## src/rtl/div_sequencer.sv

```systemverilog
// div_sequencer: control FSM for the restoring shift/subtract divider.
// It loads the operands, runs WIDTH rounds of shift / subtract /
// check-restore, and reports busy, done and divide-by-zero.
// Every strobe is a registered decode of the state. The only exception is
// alu_op/q_shift in CHECK, which also follow the live rem_neg flag from
// the datapath.
module div_sequencer #(
    parameter int WIDTH = 32,
    parameter int CW    = 6
) (
    input  logic          clk,
    input  logic          rst,
    input  logic          start,
    input  logic          divisor_zero,
    input  logic          rem_neg,
    output logic          load,
    output logic          rem_shift,
    output logic [1:0]    alu_op,
    output logic [1:0]    q_shift,
    output logic          busy,
    output logic          done,
    output logic          div0,
    output logic [CW-1:0] iter
);

    typedef enum logic [2:0] {
        S_IDLE  = 3'd0,
        S_LOAD  = 3'd1,
        S_SHIFT = 3'd2,
        S_SUB   = 3'd3,
        S_CHECK = 3'd4,
        S_DONE  = 3'd5
    } state_t;

    localparam logic [CW-1:0] LAST_ITER = CW'(WIDTH);

    state_t        state_r;
    state_t        next_s;
    logic          load_r;
    logic          rem_shift_r;
    logic          sub_r;
    logic          check_r;
    logic          busy_r;
    logic          done_r;
    logic          div0_r;
    logic [CW-1:0] iter_r;

    // Next-state selection. Unused encodings fall back to IDLE.
    always_comb begin
        next_s = S_IDLE;
        case (state_r)
            S_IDLE: begin
                if (start) begin
                    next_s = S_LOAD;
                end else begin
                    next_s = S_IDLE;
                end
            end
            S_LOAD: begin
                if (divisor_zero) begin
                    next_s = S_DONE;
                end else begin
                    next_s = S_SHIFT;
                end
            end
            S_SHIFT: next_s = S_SUB;
            S_SUB:   next_s = S_CHECK;
            S_CHECK: begin
                if (iter_r == LAST_ITER) begin
                    next_s = S_DONE;
                end else begin
                    next_s = S_SHIFT;
                end
            end
            S_DONE:  next_s = S_IDLE;
            default: next_s = S_IDLE;
        endcase
    end

    // State register. The strobes are decoded from the next state so each
    // one is a flop that lines up with the cycle of its state.
    always_ff @(posedge clk) begin
        if (rst) begin
            state_r     <= S_IDLE;
            load_r      <= 1'b0;
            rem_shift_r <= 1'b0;
            sub_r       <= 1'b0;
            check_r     <= 1'b0;
            busy_r      <= 1'b0;
            done_r      <= 1'b0;
            div0_r      <= 1'b0;
            iter_r      <= '0;
        end else begin
            state_r     <= next_s;
            load_r      <= (next_s == S_LOAD);
            rem_shift_r <= (next_s == S_SHIFT);
            sub_r       <= (next_s == S_SUB);
            check_r     <= (next_s == S_CHECK);
            busy_r      <= (next_s != S_IDLE);
            done_r      <= (next_s == S_DONE);

            // div0 belongs to the operation in flight: it clears on an
            // accepted start and is set when the divisor turns out to be zero.
            if (state_r == S_IDLE && next_s == S_LOAD) begin
                div0_r <= 1'b0;
            end else if (state_r == S_LOAD && next_s == S_DONE) begin
                div0_r <= 1'b1;
            end else begin
                div0_r <= div0_r;
            end

            // The iteration count restarts on entry to LOAD and stays at 0
            // through LOAD. It counts completed shifts, saturating at WIDTH.
            // Otherwise it holds through DONE and IDLE until the next LOAD.
            if (next_s == S_LOAD) begin
                iter_r <= '0;
            end else if (state_r == S_SHIFT && iter_r != LAST_ITER) begin
                iter_r <= iter_r + CW'(1);
            end else begin
                iter_r <= iter_r;
            end
        end
    end

    // Output mapping. In CHECK, a negative remainder selects restore and
    // shifts in 0; otherwise it selects no ALU op and shifts in 1.
    always_comb begin
        load      = load_r;
        rem_shift = rem_shift_r;
        busy      = busy_r;
        done      = done_r;
        div0      = div0_r;
        iter      = iter_r;
        if (check_r) begin
            alu_op  = {1'b0, rem_neg};
            q_shift = {rem_neg, 1'b1};
        end else if (sub_r) begin
            alu_op  = 2'b10;
            q_shift = 2'b00;
        end else begin
            alu_op  = 2'b00;
            q_shift = 2'b00;
        end
    end

endmodule

```

## config.mk

```make
export PLATFORM = sky130hd
export DESIGN_NAME = div_sequencer
export DESIGN_NICKNAME = d
export VERILOG_FILES = /design/src/rtl/div_sequencer.sv
export SDC_FILE = /design/constraint.sdc
export NUM_CORES = 1
export LEC_CHECK = 0
export CAP_MARGIN = 20
export CORE_MARGIN = 2
export CORE_UTILIZATION = 35
export DETAILED_ROUTE_END_ITERATION = 12
export HOLD_SLACK_MARGIN = 0.03
export PLACE_DENSITY = 0.61
export SYNTH_ARGS = -nofsm -noshare
export SYNTH_HDL_FRONTEND = slang
export SYNTH_SLANG_ARGS = --single-unit
```

## constraint.sdc

```tcl
create_clock -name clk -period 2.2 [get_ports clk]
set_input_delay 0.33 -clock clk [delete_from_list [all_inputs] [get_ports clk]]
set_output_delay 0.33 -clock clk [all_outputs]
set_load 0.02 [all_outputs]
```

# Yosys cells after proc, flatten, opt, wreduce, memory -nomap -nowiden
# Cells that the tools add are included.
[op_classes] n_mux=7 add_sub_neg=1 n_eq_ne=11 n_reduce_logical=7
[ops] op="$pmux W3 S5" count=1
[ops] op="$eq A3 B2 Y1 const B" count=4
[ops] op="$eq A3 B3 Y1 const B" count=3
[ops] op="$add A6 B1 Y6 const B" count=1
[ops] op="$eq A3 B1 Y1 const B" count=2
[ops] op="$eq A6 B6 Y1 const B" count=1
[ops] op="$mux W2" count=3
[ops] op="$mux W3" count=2
[ops] op="$ne A6 B6 Y1 const B" count=1
[ops] op="$reduce_or A2 Y1" count=2
[ops] op="$logic_and A1 B1 Y1" count=3
[ops] op="$logic_not A3 Y1" count=1
[ops] op="$reduce_bool A3 Y1" count=1
[ops] op="$mux W1" count=1
[word_totals] input_bits=5 regBits=16

# Longest topological paths before layout
[depth] depth_word=6 mapped_depth=5 ltp_nobuf=5

# Least setup slack after synthesis
# Ideal clock, no wire load.
[synth_timing] kind="register -> register" startpoint="register state_r[2]" endpoint="register div0_r, in the netlist div0" setup_time_ns=0.115 synth_period_minus_slack_ns=1.531 n_path_buf=1 slack_ns=0.669 path_stages_with_launch=5 arrival_time_ns=1.416 path_cell_list="dfxtp_1 -> or4b_2 -> clkbuf_1 -> nand2_1 -> o21ba_2"
[synth_between] elab_chain_cells=5 word_cells_on_any_way=11
[synth_rtl] element="start, declared" line="37" rtl="state_t state_r;"
[synth_rtl] element="start signal, assigned" line="94" rtl="state_r <= next_s;"
[synth_rtl] element="$eq A3 B3 Y1, or another cell as far along" line="51" rtl="case (state_r)"
[synth_rtl] element="$pmux W3 S5" line="51"
[synth_rtl] element="$eq A3 B1 Y1" line="104" rtl="if (state_r == S_IDLE && next_s == S_LOAD) begin"
[synth_rtl] element="$logic_and A1 B1 Y1" line="104"
[synth_rtl] element="$reduce_or A2 Y1 (no line)"
[synth_rtl] element="end signal, assigned" line="109" rtl="div0_r <= div0_r;"
[synth_rtl] element="end, declared" line="45" rtl="logic div0_r;"
# Several ways; a longest one is shown, not always the timed one.
# A chain may end at the register's enable or synchronous reset.

# Worst setup path after layout
[layout_timing] startpoint="input rem_neg" endpoint="output q_shift[1]"
[layout_between] elab_chain_cells=1
[layout_rtl] element="start, declared" line="15" rtl="input logic rem_neg,"
[layout_rtl] element="$mux W2" line="134" rtl="if (check_r) begin"
[layout_rtl] element="end, declared" line="19" rtl="output logic [1:0] q_shift,"
# Every way passes these cells.

==> impl_metrics.env <==
export IMPL_status="finished, final reports clean"
export IMPL_fillers=228
export IMPL_io_buffers=19
export IMPL_first_pass_iters=4
export IMPL_finalMaxSlewViolations=0
export IMPL_avgSynthCellArea_um2=9.10
export IMPL_yosysWarnings=0
export IMPL_tightestPinTransition_ns=0.549
export IMPL_synthMuxAreaShare_pct=3.79
export IMPL_post_dp_hpwl_mm=1.16
export IMPL_synth_top_area_share_pct=40.4
export IMPL_row_count=17
export IMPL_wl_per_cell_um=12.0
export IMPL_drt_iter0_drc=4
export IMPL_drc_errors=0
export IMPL_synth_area_leaders="dfxtp_1 40%, nand3_1 5.7%, a21oi_1 3.8%"
export IMPL_cp_arrival_ns=1.51
export IMPL_dpl_cell_area_um2=976
export IMPL_grt_overflow=0
export IMPL_multi_input_area_um2=415
export IMPL_path_class="input pin to primary output"
export IMPL_antenna_found_initial=0
export IMPL_grt_pass1_wl_mm=2.66
export IMPL_clk_latency_ns=0.29
export IMPL_synthArstFlopShare_pct=0
export IMPL_fmax_mhz=542
export IMPL_yosys_area_share_simple_pct=30.0
export IMPL_layout_common_cells="19 x clkdlybuf4s50_1, 16 x dfxtp_1, 9 x nand3_1"
export IMPL_pwr_density_cell_nw_per_um2=602
export IMPL_cp_end_kind="primary output"
export IMPL_root_buffer="clkbuf_4"
export IMPL_synth_seq_cells=16
export IMPL_dieWidth_um=51.6
export IMPL_ys_flop_type="dfxtp_1"
export IMPL_synth_compound_area_share_pct=15.5
export IMPL_layout_drive_gt1_share_pct=9.71
export IMPL_tns_ns=0
export IMPL_synth_edff_count=0
export IMPL_fin_nets=111
export IMPL_cts_inserted_buffers=3
export IMPL_h_tree_depth=1
export IMPL_wirelength_mm=1.57
export IMPL_dpl_worst_slack_ns=0.148
export IMPL_hold_viol_final=0
export IMPL_num_vias=671
export IMPL_clock_skew_ns=0.00560
export IMPL_post_route_period_util_pct=83.8
export IMPL_p_leak_nw=0.360
export IMPL_avgViaCountPerCell=5.12
export IMPL_grt_pass1_vias=639
export IMPL_syn_area_um2=792
export IMPL_start_util_pct=36.5
export IMPL_finalSetupViolCount=0
export IMPL_final_common_cell="clkdlybuf4s50_1"
export IMPL_fin_area_um2=1010
export IMPL_synth_top_family_by_area="simple AND/OR/NAND/NOR gates"
export IMPL_clkTransAtPathRegs_ns=0.09
export IMPL_seq_area_um2=320
export IMPL_ir_drop_v=0.000289
export IMPL_fin_hold_ws_ns=0.493
export IMPL_cp_max_fo=2
export IMPL_hold_buffers=0
export IMPL_synth_xor_xnor_area_share_pct=0
export IMPL_syn_nets=94
export IMPL_grt_use_total_pct=13.3
export IMPL_yosysTopAreaCell="dfxtp_1"
export IMPL_yosys_cell_types_count=37
export IMPL_diodes=0
export IMPL_drtAntennaViolNets=0
export IMPL_ys_seq_area_share_pct=40.4
export IMPL_cts_setup_buffers=0
export IMPL_die_area_um2=2660
export IMPL_layout_cells_non_filler=131
export IMPL_fin_crit_ns=1.84
export IMPL_slew_headroom_pct=62.9
export IMPL_clock_sinks=16
export IMPL_synthesis_instances=87
export IMPL_layout_setup_ws_ns=0.357
export IMPL_fp_coreArea_um2=2170
export IMPL_hold_path_class="register to register"
export IMPL_gp_congestion=0.769
export IMPL_ios=20
export IMPL_cp_start_kind="input pin"
export IMPL_cap_violations=0
export IMPL_grt_max_degree=14
export IMPL_required_ns=1.87
export IMPL_die_h_um=51.6
export IMPL_tritoncts="yes"
export IMPL_synthAdderAreaFrac_pct=3.16
export IMPL_placed_cells=127
export IMPL_postCtsResizedCells=0
export IMPL_area_growth_pct=27.8
export IMPL_rsz0062_at_grt="no"
export IMPL_ctsLongestPathBuffers=2
[metrics by stage]
| step | total power [W] | util [%] |
|---|---|---|
| after floorplan | 0.000391 | - |
| after global placement | 0.000422 | 45.0 |
| after detailed placement | 0.000423 | 45.0 |
| after CTS | 0.000620 | 46.7 |
| after global routing | 0.000643 | 46.7 |
| final | 0.000609 | 46.7 |
[per-layer routing]
layer	share of wire (%)	vias to the layer above	global-route usage, %	wire, um
met1	48	310	17.1	748
met4	2.2	0	6.58	35
met5	0	-	0	0
li1	-	342	-	-
met2	46	15	21.4	723
met3	3.8	4	2.59	59
[worst paths after layout]
check                                           start                    to  slack [ns]  cells past startpoint
worst max-delay path                          rem_neg            q_shift[1]        0.36                      3
worst max register to register  state_r[1]$_SDFF_PP0_  iter[5]$_SDFFE_PP0P_        0.47                      3
worst min-delay path                div0$_SDFFE_PP0P_     div0$_SDFFE_PP0P_        0.49                      1
worst min register to register      div0$_SDFFE_PP0P_     div0$_SDFFE_PP0P_        0.49                      1
[state kept, by name, indices dropped and copies added, names as in the netlist]
| name | count |
|---|---|
| busy | 1 |
| check_r | 1 |
| div0 | 1 |
| done | 1 |
| iter | 6 |
| load | 1 |
| rem_shift | 1 |
| state_r | 3 |
| sub_r | 1 |
[worst max-delay path, cell delays in order]
cell and delay [ns]:
clkdlybuf4s50_1 0.45, and2_1 0.13, clkdlybuf4s50_1 0.60
[cell families after synthesis]
logic type,after synthesis
adder cells (fa/ha/maj),2
multiplexers,3
flip-flops,16
AND/OR/NAND/NOR,36
buffers and inverters,11
AO/OA/AOI/OAI,19
[synth_stat cells (all sizes together), types with 3 or more instances]
cell type  instances
dfxtp             16
nand3              9
a21oi              7
buf                4
inv                4
o21ai              4
clkbuf             3
mux2i              3
nor2               3
nor2b              3
[layout make-up]
cell class                      instances  share of cell area, %
Multi-Input combinational cell         60                   41.0
Timing Repair Buffer                   19                   18.8
Inverter                                4                   1.48
Tap cell                               28                   3.46
Clock buffer                            4                   3.58
Sequential cell                        16                   31.6
[power by group]
group | internal [W] | switching (W) | total, W | leakage (nW)
clock | 0.000101 | 0.0000926 | 0.000193 | 0.0210
combinational | 0.0000492 | 0.0000469 | 0.0000962 | 0.209
sequential | 0.000303 | 0.0000165 | 0.000320 | 0.130
total | 0.000453 | 0.000156 | 0.000609 | 0.360
Note: power is estimated with default switching activity, not from simulation.
